### src/rtl/burst_server_pkg.sv
// burst_server_pkg: shared types for the burst_server responder.
// Contents:
//   state_t - FSM state: IDLE (no burst in flight) or BURST (releasing beats)
package burst_server_pkg;

    typedef enum logic {IDLE, BURST} state_t;

endpackage

### src/rtl/burst_server_stream_reg.sv
// stream_reg: one-entry valid/ready register holding a data beat and its last flag.
// Ports:
//   clk, rst_n        clock, synchronous active-low reset
//   i_load            capture i_data/i_last; the producer only loads when the slot is free or draining
//   i_data, i_last    beat to capture
//   i_ready           downstream accept
//   o_valid, o_data, o_last  registered beat presented downstream
module stream_reg #(
    parameter int DATA_W = 8
) (
    input  logic              clk,
    input  logic              rst_n,
    input  logic              i_load,
    input  logic [DATA_W-1:0] i_data,
    input  logic              i_last,
    input  logic              i_ready,
    output logic              o_valid,
    output logic [DATA_W-1:0] o_data,
    output logic              o_last
);

    logic              r_valid;
    logic [DATA_W-1:0] r_data;
    logic              r_last;

    // last is dropped together with valid so an empty slot never shows a stale last
    always_ff @(posedge clk) begin
        if (!rst_n) begin
            r_valid <= 1'b0;
            r_data  <= '0;
            r_last  <= 1'b0;
        end else if (i_load) begin
            r_valid <= 1'b1;
            r_data  <= i_data;
            r_last  <= i_last;
        end else if (r_valid && i_ready) begin
            r_valid <= 1'b0;
            r_last  <= 1'b0;
        end
    end

    assign o_valid = r_valid;
    assign o_data  = r_data;
    assign o_last  = r_last;

endmodule

### src/rtl/burst_server.sv
// burst_server: releases BURST_LEN upstream beats per request pulse onto a registered stream.
// Ports:
//   clk, rst_n                      clock, synchronous active-low reset
//   i_req_pulse                     one request per high cycle
//   i_clear_ovf                     clears the sticky overflow flag (a drop in the same cycle wins)
//   i_src_valid, i_src_data         upstream beat
//   o_src_ready                     upstream accept (combinational from state, counters, dst stage)
//   o_dst_valid, o_dst_data, o_dst_last, i_dst_ready   registered downstream stream
//   o_busy                          a burst is in flight
//   o_pending                       queued requests not yet started
//   o_overflow                      sticky: a request was dropped
//   o_burst_done                    high on the downstream handshake of the last beat
module burst_server
    import burst_server_pkg::*;
#(
    parameter int DATA_W      = 8,
    parameter int BURST_LEN   = 4,
    parameter int MAX_PENDING = 3,
    parameter int PEND_W      = $clog2(MAX_PENDING + 1)
) (
    input  logic              clk,
    input  logic              rst_n,
    input  logic              i_req_pulse,
    input  logic              i_clear_ovf,
    input  logic              i_src_valid,
    input  logic [DATA_W-1:0] i_src_data,
    output logic              o_src_ready,
    output logic              o_dst_valid,
    output logic [DATA_W-1:0] o_dst_data,
    output logic              o_dst_last,
    input  logic              i_dst_ready,
    output logic              o_busy,
    output logic [PEND_W-1:0] o_pending,
    output logic              o_overflow,
    output logic              o_burst_done
);

    state_t            r_state;
    state_t            w_next;
    logic [PEND_W-1:0] r_pending;
    logic [7:0]        r_beat_cnt;
    logic              r_overflow;
    logic              w_src_ready;
    logic              w_src_hs;
    logic              w_last_hs;
    logic              w_start;
    logic              w_drop;
    logic              w_req_acc;
    logic              w_dst_valid;
    logic              w_dst_last;

    always_ff @(posedge clk) begin
        if (!rst_n) r_state <= IDLE;
        else        r_state <= w_next;
    end

    // a finishing burst chains straight into the next one when requests are queued
    always_comb begin
        w_next = (r_state == IDLE) ? ((r_pending != '0) ? BURST : IDLE)
                                   : ((w_last_hs && r_pending == '0) ? IDLE : BURST);
    end

    always_comb begin
        w_src_ready = (r_state == BURST) && (r_beat_cnt < 8'(BURST_LEN)) && (!w_dst_valid || i_dst_ready);
        w_src_hs    = w_src_ready && i_src_valid;
        w_last_hs   = w_src_hs && (r_beat_cnt == 8'(BURST_LEN - 1));
        w_start     = (r_pending != '0) && ((r_state == IDLE) || w_last_hs);
        // a start frees a slot in the same cycle, so a request at the limit is still taken
        w_drop      = i_req_pulse && (r_pending == PEND_W'(MAX_PENDING)) && !w_start;
        w_req_acc   = i_req_pulse && !w_drop;
    end

    always_ff @(posedge clk) begin
        if (!rst_n) begin
            r_pending  <= '0;
            r_beat_cnt <= '0;
            r_overflow <= 1'b0;
        end else begin
            r_pending  <= r_pending + PEND_W'(w_req_acc) - PEND_W'(w_start);
            r_beat_cnt <= w_start ? 8'd0 : (w_src_hs ? r_beat_cnt + 8'd1 : r_beat_cnt);
            r_overflow <= w_drop ? 1'b1 : (i_clear_ovf ? 1'b0 : r_overflow);
        end
    end

    stream_reg #(.DATA_W(DATA_W)) u_dst (
        .clk     (clk),
        .rst_n   (rst_n),
        .i_load  (w_src_hs),
        .i_data  (i_src_data),
        .i_last  (w_last_hs),
        .i_ready (i_dst_ready),
        .o_valid (w_dst_valid),
        .o_data  (o_dst_data),
        .o_last  (w_dst_last)
    );

    assign o_src_ready  = w_src_ready;
    assign o_dst_valid  = w_dst_valid;
    assign o_dst_last   = w_dst_last;
    assign o_busy       = (r_state == BURST);
    assign o_pending    = r_pending;
    assign o_overflow   = r_overflow;
    assign o_burst_done = w_dst_valid && i_dst_ready && w_dst_last;

endmodule

### config.mk
export PLATFORM = sky130hd
export DESIGN_NAME = burst_server
export DESIGN_NICKNAME = d
export VERILOG_FILES = /design/src/rtl/burst_server_pkg.sv /design/src/rtl/burst_server_stream_reg.sv /design/src/rtl/burst_server.sv
export SDC_FILE = /design/constraint.sdc
export NUM_CORES = 1
export LEC_CHECK = 0
export CAP_MARGIN = 20
export CORE_MARGIN = 2
export CORE_UTILIZATION = 37
export DETAILED_ROUTE_END_ITERATION = 10
export DONT_BUFFER_PORTS = 1
export GPL_ROUTABILITY_DRIVEN = 0
export PLACE_DENSITY = 0.62
export SKIP_LAST_GASP = 1
export SYNTH_ARGS = -nofsm -noshare
export SYNTH_HDL_FRONTEND = slang
export SYNTH_SLANG_ARGS = --single-unit
### constraint.sdc
create_clock -name clk -period 6.51 [get_ports clk]
set_clock_uncertainty 0.15 [all_clocks]
set_input_delay 1.302 -clock clk [delete_from_list [all_inputs] [get_ports clk]]
set_output_delay 1.302 -clock clk [all_outputs]
set_load 0.03 [all_outputs]
* Word level (Yosys, flattened, before mapping)
Index checks and enable logic that the tools add are counted.
** Cells by class
- $add $sub $neg :: 3
- Reductions and logical operators :: 21
- Bitwise logic cells :: 2
- Equal/unequal tests :: 2
- Muxes and demuxes :: 8
- Order comparisons :: 1
** Operators with widths (number)
- $logic_and A1 B1 Y1 :: 11
- $add A8 B1 Y8 const B :: 1
- $eq A8 B2 Y1 const B :: 1
- $lt A8 B3 Y1 const B :: 1
- $mux W1 :: 8
- $reduce_bool A2 Y1 :: 3
- $logic_not A1 Y1 :: 3
- $add A2 B1 Y2 :: 1
- $eq A2 B2 Y1 const B :: 1
- $logic_not A2 Y1 :: 1
- $logic_or A1 B1 Y1 :: 2
- $not A1 Y1 :: 2
- $reduce_or A2 Y1 :: 1
- $sub A2 B1 Y2 :: 1
** Storage, ports and cells
- Bits in registers :: 22
- Input port bits :: 14
- Output and inout bits :: 16
- Word-level logic and storage cells :: 44

* Logic depth before layout (Yosys ltp)
Gate-level depths: netlist of the first run.
- Word-level depth :: 13
- Gate-level depth with buffers :: 9
- Depth with buffers taken out :: 9

* Modules after synthesis
Synthesis of the first run repeated with hierarchy kept, for this count alone.
** Unflattened totals
- Cell total of the unflattened synthesis :: 85
- Area, all modules :: 924.6 um^2
** Modules (own cells, without submodules)
- burst_server :: instances 1, cells each 52, area an instance 546.8 um^2, seq. area each 240.2 um^2
- stream_reg :: instances 1, cells each 33, area an instance 377.9 um^2, seq. area each 200.2 um^2

* Worst setup path after synthesis of the first run
No wires, ideal clock.
- Kind :: in2out
- From :: input i_dst_ready
- To :: output o_src_ready
- Required time :: 5.058 ns
- Buffers on the path :: 1
- Arrival :: 1.878 ns
- Stages on the path :: 3
- Slack :: 3.180 ns
- Cell sequence :: nand2b_1 -> and3_2 -> buf_4
** On the way
- Cells in the longest elaborated chain, start to end :: 2
** RTL lines
- from (decl) :: line burst_server.sv:31 : input logic i_dst_ready,
- $logic_or A1 B1 Y1 :: line burst_server.sv:64 : w_src_ready = (r_state == BURST) && (r_beat_cnt < 8'(BURST_LEN)) && (!w_dst_valid || i_dst_ready);
- $logic_and A1 B1 Y1 :: line burst_server.sv:64
- to (decl) :: line burst_server.sv:27 : output logic o_src_ready,
No other way between the ends.

* Final worst setup path of the first run
Same ends and word-level chain as after synthesis.

==> flow_metrics.tcl, run 1 <==
set metrics [dict create \
    status "completed" \
    post-place-ws_ps 3140 \
    critPathMaxStageDelay_ps 430 \
    cp.arrival_ps 1910 \
    rows 17 \
    h-tree-depth 1 \
    overflow 0 \
    drc 0 \
    drt_iter0_drc 14 \
    tightest_slew_ps 500 \
    syn2layout_area_growth_pct 7.13 \
    min_period_over_period 0.517 \
    cp-end-kind "output port" \
    ys_seq_elements 22 \
    num-nets-final 109 \
    syn_inst 93 \
    synth_area_um2 912 \
    switchingPower_uw 158 \
    crit_family "simple AND/OR/NAND/NOR gates" \
    p_seq_frac 0.505 \
    clock_sinks 22 \
    postCtsResizedCells 0 \
    power_uw 419 \
    switching_share 0.377 \
    viasPerCell 5.54 \
    slew-limit-headroom 0.666 \
    max_freq_ghz 0.297 \
    grt_pass1_wl_um 2730 \
    port_buffers 0 \
    path_buf_inv 0 \
    synth.avg_cell_area_um2 9.81 \
    holdWs_ps 329 \
    dieArea_um2 2880 \
    grt_pass1_vias 665 \
    hold_violations 0 \
    p_int_uw 261 \
    drv_cap 0 \
    antenna_found_initial 0 \
    power.density_nw_per_um2 428 \
    clockPowerShare 0.245 \
    antenna_cells 0 \
    rsz0062_at_grt "false" \
    coreArea_um2 2280 \
    ys_warn_count 0 \
    crit_type "primary input to output port" \
    cts_buffers 3 \
    die_h_um 53.7 \
    post-cts-setup-buffers 0 \
    vias 665 \
    first_pass_iters 4 \
    fin_util 0.429 \
    fin_setup_tns_ps 0 \
    setup_slack_ps 3150 \
    cpMaxStageDelayCell "and3_2" \
    io_pins 30 \
    drive_gt1_frac 0.163 \
    cp_cell_sequence "nand2b_1, and3_2" \
    ys_seq_area_frac 0.483 \
    ant_nets 0 \
    clk_pin_slew_ps 130 \
    initial_core_util 0.401 \
    chipWidth_um 53.7 \
    p_comb_frac 0.250 \
    grt_use_total 0.131 \
    totalWireLength_um 1710 \
    wire_per_inst_um 14.2 \
    critPathRequiredTime_ps 5060 \
    cts_tree "done" \
    clockBufferDepth 2 \
    syn-num-nets 109 \
    hold_buffers 0 \
    synth_cell_types 26 \
    clk_latency_ps 300 \
    worst-path-max-fanout 11 \
    setup_viol 0 \
    fin_crit_ps 3360 \
    worstSetupStartpointType "primary input" \
    clock-root-buffer "clkbuf_4" \
    dp_hpwl_um 1270 \
    final_max_slew_viol_count 0 \
    ir_drop_v 0.000214 \
    leakage_uw 0.000384 \
    hold_path.class "register to register" \
    grt_max_degree 22 \
]
[metal layers]
layer  share of wire  wire [um]  vias to the layer above  track usage
met5               0          0                        -            0
met4               0          0                        0       0.0385
met3           0.081        138                        0       0.0389
met2            0.51        876                       24        0.243
met1            0.41        691                      316        0.143
li1                -          -                      325            -
[cell families after synthesis]
group	count (synthesis)	synth area share
buf+inv	5	0.0247
xor+xnor	2	0.0192
compound gates	20	0.178
simple gates	42	0.267
flops	22	0.483
fa+ha+maj	2	0.0274
[worst reg2reg max path, delay by kind of cell, from the launching register on]
| kind | cells | cell delay, ps |
|---|---|---|
| xor+xnor | 1 | 130 |
| flops | 1 | 580 |
| compound gates | 2 | 330 |
| simple gates | 4 | 1000 |
| fa+ha+maj | 1 | 210 |
[synth_stat cells (all sizes together)]
cell type,n,area [um2]
ha,2,25.0
clkbuf,4,15.0
nand4,1,6.26
nand2b,1,6.26
xnor2,1,8.76
buf,1,7.51
nor3,1,10.0
o21ba,2,20.0
or3,1,6.26
nor2,1,3.75
nand3b,1,7.51
a21boi,9,67.6
o211a,1,10.0
nor4b,1,23.8
a41oi,1,27.5
dfxtp,22,440
and2,1,6.26
nand3,11,55.1
o21ai,5,25.0
a21oi,1,5.00
nand2,13,48.8
o21a,1,7.51
xor2,1,8.76
and3,10,70.1
[final timing paths]
kind	cells after the start	slack, ps	startpoint	end
worst max-delay path	2	3150	i_dst_ready	o_src_ready
worst min-delay path	2	330	r_beat_cnt[1]$_SDFFE_PP0P_	r_beat_cnt[1]$_SDFFE_PP0P_
worst min register to register	2	330	r_beat_cnt[1]$_SDFFE_PP0P_	r_beat_cnt[1]$_SDFFE_PP0P_
worst max register to register	8	4010	o_busy$_SDFF_PN0_	o_pending[1]$_SDFF_PN0_
[sequential cells by signal, summed over array words and instances (netlist names)]
signal	count
o_pending	2
o_busy	1
r_beat_cnt	8
o_overflow	1
u_dst.o_last	1
u_dst.o_valid	1
u_dst.o_data	8
[area by class of cell]
cell class | instances | area [um2]
clock buffers | 3 | 22.5
clock inverters | 1 | 30.0
multi-input cells | 66 | 449
well taps | 28 | 35.0
fillers | 208 | 1300
flip-flops and latches | 22 | 440
[power groups by stage]
stage,clock network [uW],logic [uW],registers (uW)
after global routing,112,117,217
after global placement,0,101,215
after CTS,106,106,212
after detailed placement,0,106,215
after floorplan,0,94.7,209
final,102,105,212
[through the flow]
stage	std cells	instance area, um2
floorplan	93	912
global placement	116	925
detailed placement	116	925
CTS	120	977
global route	120	977
finish	120	977
[cell usage in the layout (no fill, tap or decap)]
cell / n
o21a_1: 1
o211a_1: 1
a21oi_1: 1
nor2_1: 1
nand4_1: 1
and2_1: 1
xnor2_1: 1
dfxtp_1: 22
and3_2: 6
xor2_1: 1
a41oi_4: 1
nand2b_1: 1
nand3_1: 11
nand2_1: 13
ha_1: 2
nor4b_4: 1
a21boi_0: 7
or3_1: 1
o21ba_2: 2
and3_1: 4
nor3_2: 1
a21boi_1: 2
bufinv_16: 1
nand3b_1: 1
o21ai_0: 5
clkbuf_4: 3
No activity file was read; power rests on OpenSTA's default activity.
==> inputs of run 2 (changes only) <==
- clock period: 6.51 -> 3.2 ns (I/O delays scaled with it)
==> run 2 against run 1 <==
Against the previous run:
- total power grew 100%
- non-clock buffer count grew 1
- cell count grew 0.83%
- wire length shrank 2.1%
- highest routed layer is now met4
==> flow_metrics.tcl, run 2 (same netlist as run 1, synthesis figures left out) <==
set metrics [dict create \
    status "completed" \
    rsz0062_at_grt "false" \
    clock_sinks 22 \
    power.density_nw_per_um2 868 \
    drt_iter0_drc 9 \
    overflow 0 \
    min_to "u_dst.o_last$_SDFFE_PN0P_" \
    hold_violations 0 \
    placed_cells 117 \
    min_path_cells 1 \
    crit_family "simple AND/OR/NAND/NOR gates" \
    reg2reg_to "o_pending[1]$_SDFF_PN0_" \
    cts_buffers 3 \
    drv_cap 0 \
    nFillCells 233 \
    worst-path-max-fanout 11 \
    ir_drop_v 0.000655 \
    worstSetupStartpointType "register" \
    min_period_over_period 0.778 \
    clockBufferDepth 2 \
    first_pass_iters 4 \
    post-cts-setup-buffers 0 \
    setup_viol 0 \
    clk_pin_slew_ps 130 \
    cpMaxStageDelayCell "dfxtp_1" \
    antenna_found_initial 0 \
    dpl_cell_area_um2 932 \
    finalNonFillerCells 121 \
    cts_tree "done" \
    dp_hpwl_um 1220 \
    coreArea_um2 2280 \
    final-seq-area_um2 440 \
    critPathMaxStageDelay_ps 570 \
    top_layer "met4" \
    hold_buffers 0 \
    crit_type "register to output port" \
    met3_length_um 143 \
    syn2layout_area_growth_pct 7.96 \
    die_h_um 53.7 \
    final_common_cell "dfxtp_1" \
    rows 17 \
    drc 0 \
    grt_pass1_vias 638 \
    reg2reg_depth 8 \
    vias 656 \
    ant_nets 0 \
    drive_gt1_frac 0.172 \
    num-nets-final 110 \
    grt_max_degree 22 \
    h-tree-depth 1 \
    fin_setup_tns_ps 0 \
    worstHoldStart "rst_n" \
    cp_cell_sequence "nor4b_4, and3_2" \
    cp.arrival_ps 1700 \
    chipWidth_um 53.7 \
    reg2reg_from "o_busy$_SDFF_PN0_" \
    route.met2.wl_um 773 \
    max_freq_ghz 0.402 \
    leakage_uw 0.000388 \
    final_max_slew_viol_count 0 \
    dieArea_um2 2880 \
    final_cell_mix "dfxtp_1, nand2_1, nand3_1" \
    tightest_slew_ps 492 \
    wire_per_inst_um 13.8 \
    clk_latency_ps 310 \
    postCtsResizedCells 0 \
    fin_area_um2 985 \
    viasPerCell 5.42 \
    hold_path.class "primary input to register" \
    multiInputGateArea_um2 449 \
    antenna_cells 0 \
    fin_crit_ps 2490 \
    port_buffers 0 \
    fin_util 0.433 \
    slew-limit-headroom 0.672 \
    clock-root-buffer "clkbuf_4" \
    initial_core_util 0.401 \
    critPathRequiredTime_ps 2410 \
    wl_met1_um 740 \
    totalWireLength_um 1670 \
    grt_pass1_wl_um 2750 \
    io_pins 30 \
    grt_use_total 0.135 \
    path_buf_inv 0 \
    cp-end-kind "output port" \
    regToRegSetupSlack_ps 800 \
]
run 2: area by class of cell:
| type | instances | area share |
|---|---|---|
| Tap cell | 28 | 0.0356 |
| Timing Repair Buffer | 1 | 0.00762 |
| Multi-Input combinational cell | 66 | 0.456 |
| Clock buffer | 3 | 0.0229 |
| Sequential cell | 22 | 0.447 |
| Clock inverter | 1 | 0.0305 |
run 2: worst max-delay path by stage:
stage,startpoint,endpoint,slack (ps),cells past startpoint
floorplan,o_busy$_SDFF_PN0_,o_pending[1]$_SDFF_PN0_,940,8
global placement,o_busy$_SDFF_PN0_,o_pending[1]$_SDFF_PN0_,860,8
detailed placement,o_busy$_SDFF_PN0_,o_pending[1]$_SDFF_PN0_,800,8
CTS,o_busy$_SDFF_PN0_,o_src_ready,690,2
global route,o_busy$_SDFF_PN0_,o_src_ready,600,2
finish,o_busy$_SDFF_PN0_,o_src_ready,710,2
run 2: stage by stage:
stage                     hold slack (ps)  setup slack [ps]  total power, uW
final                                 285               710              855
after global routing                  240               604              915
after CTS                             274               689              866
after detailed placement              305               795              655
after global placement                294               855              642
after floorplan                       285               936              617
run 2: where the power goes:
part | switching [uW] | leakage, uW | internal (uW)
clock network | 86.5 | 0.0000279 | 127
logic | 118 | 0.000181 | 94.2
registers | 116 | 0.000179 | 314
run 2: routing by layer:
layer | vias up | GRT usage
met5 | - | 0
met4 | 0 | 0.0385
met3 | 2 | 0.0639
met2 | 22 | 0.233
met1 | 301 | 0.148
li1 | 331 | -
==> inputs of run 3 (changes only) <==
- clock period: 3.2 -> 2.5 ns (I/O delays scaled with it)
==> run 3 against run 2 <==
Against the previous run:
- sequential share of layout area is 0.62 points lower
- global-route usage hardly changed
- wire length is 2.3% higher
- worst setup slack worse by 400 ps
- cell count is 3.3% higher
- combinational power is 87% higher
- sequential cell count stayed put
- register-to-register slack worse by 490 ps
- first-iteration DRC count is 44% lower
- die area stayed put
- critical endpoint is now o_pending[1]$_SDFF_PN0_
- largest cell class unchanged
==> flow_metrics.tcl, run 3 (same netlist as run 1, synthesis figures left out) <==
set metrics [dict create \
    crit_family "simple AND/OR/NAND/NOR gates" \
    postCtsResizedCells 0 \
    post-cts-setup-buffers 0 \
    totalWireLength_um 1710 \
    critPathRequiredTime_ps 2560 \
    final_cell_mix "dfxtp_1, nand2_1, nand3_1" \
    grt_pass1_vias 641 \
    antenna_cells 0 \
    clockBufferDepth 2 \
    die_h_um 53.7 \
    ant_nets 0 \
    hold_violations 0 \
    cp-end-kind "register" \
    h-tree-depth 1 \
    final_common_cell "dfxtp_1" \
    cts_buffers 3 \
    fin_crit_ps 2190 \
    num-nets-final 114 \
    final-seq-area_um2 440 \
    drc 0 \
    hold_buffers 0 \
    clock-root-buffer "clkbuf_4" \
    hold_path.class "primary input to register" \
    fin_setup_tns_ps 0 \
    clk_latency_ps 300 \
    crit_type "register to register" \
    slew-limit-headroom 0.775 \
    cp.arrival_ps 2250 \
    min_period_over_period 0.875 \
    dpl_cell_area_um2 962 \
    status "completed" \
    critPathMaxStageDelay_ps 360 \
    clk_pin_slew_ps 120 \
    grt_pass1_wl_um 2770 \
    vias 664 \
    wire_per_inst_um 13.7 \
    setup_viol 0 \
    overflow 0 \
    drive_gt1_frac 0.206 \
    cpMaxStageDelayCell "nor4b_4" \
    viasPerCell 5.31 \
    tightest_slew_ps 337 \
    cts_tree "done" \
    multiInputGateArea_um2 449 \
    port_buffers 0 \
    first_pass_iters 2 \
    initial_core_util 0.401 \
    grt_max_degree 22 \
    grt_use_total 0.136 \
    worstSetupStartpointType "register" \
    clock_sinks 22 \
    nFillCells 233 \
    dp_hpwl_um 1280 \
    dieArea_um2 2880 \
    rsz0062_at_grt "false" \
    drt_iter0_drc 5 \
    max_freq_ghz 0.457 \
    final_max_slew_viol_count 0 \
    ir_drop_v 0.000633 \
    coreArea_um2 2280 \
    rows 17 \
    worst-path-max-fanout 10 \
    leakage_uw 0.000402 \
    power.density_nw_per_um2 1060 \
    drv_cap 0 \
    cp_cell_sequence "nor4b_4, a41oi_4, nand3_1, o21ai_0, ha_1, xnor2_1, or3_1, and3_1" \
    antenna_found_initial 0 \
    fin_area_um2 998 \
    io_pins 30 \
    path_buf_inv 0 \
    syn2layout_area_growth_pct 9.47 \
    chipWidth_um 53.7 \
]
## run 3: changes by cell type in the layout (fill, tap and decap cells not counted), sizes merged
cell / change
bufinv: -1
buf: +4
clkbuf: +1
## run 3: metal layers
layer,up-vias,share of wire,track usage
met5,-,0,0
met4,0,0,0.0256
met3,0,0.085,0.0639
met2,24,0.48,0.247
met1,304,0.43,0.143
li1,336,-,-
## run 3: cell type report
cell class / instances / area share
Sequential cell: 22 / 0.441
Timing Repair Buffer: 5 / 0.0376
Clock buffer: 4 / 0.0363
Tap cell: 28 / 0.0351
Multi-Input combinational cell: 66 / 0.450
## run 3: path summary, 6_finish.rpt
check                             startpoint                    endpoint  slack [ps]  cells past startpoint
setup / recovery  r_beat_cnt[7]$_SDFFE_PP0P_     o_pending[1]$_SDFF_PN0_         310                      8
hold / removal                         rst_n   u_dst.o_last$_SDFFE_PN0P_         160                      1
setup reg to reg  r_beat_cnt[7]$_SDFFE_PP0P_     o_pending[1]$_SDFF_PN0_         310                      8
hold reg to reg   r_beat_cnt[1]$_SDFFE_PP0P_  r_beat_cnt[1]$_SDFFE_PP0P_         320                      2
## run 3: stage by stage
stage / hold slack [ps] / util / setup slack, ps / total power [uW] / instances
6_report: 158 / 0.439 / 312 / 1060 / 125
5_1_grt: 119 / 0.439 / 139 / 1140 / 125
4_1_cts: 142 / 0.439 / 291 / 1070 / 125
3_5_place_dp: 310 / 0.423 / 313 / 880 / 121
3_3_place_gp: 293 / 0.423 / 361 / 867 / 121
2_1_floorplan: 285 / - / 236 / 790 / 93
## run 3: report_power, final
| part | total (uW) | switching [uW] | leakage [uW] | internal (uW) |
|---|---|---|---|---|
| clock network | 190 | 101 | 0.0000210 | 88.8 |
| registers | 470 | 67.9 | 0.000179 | 402 |
| logic | 397 | 242 | 0.000202 | 155 |
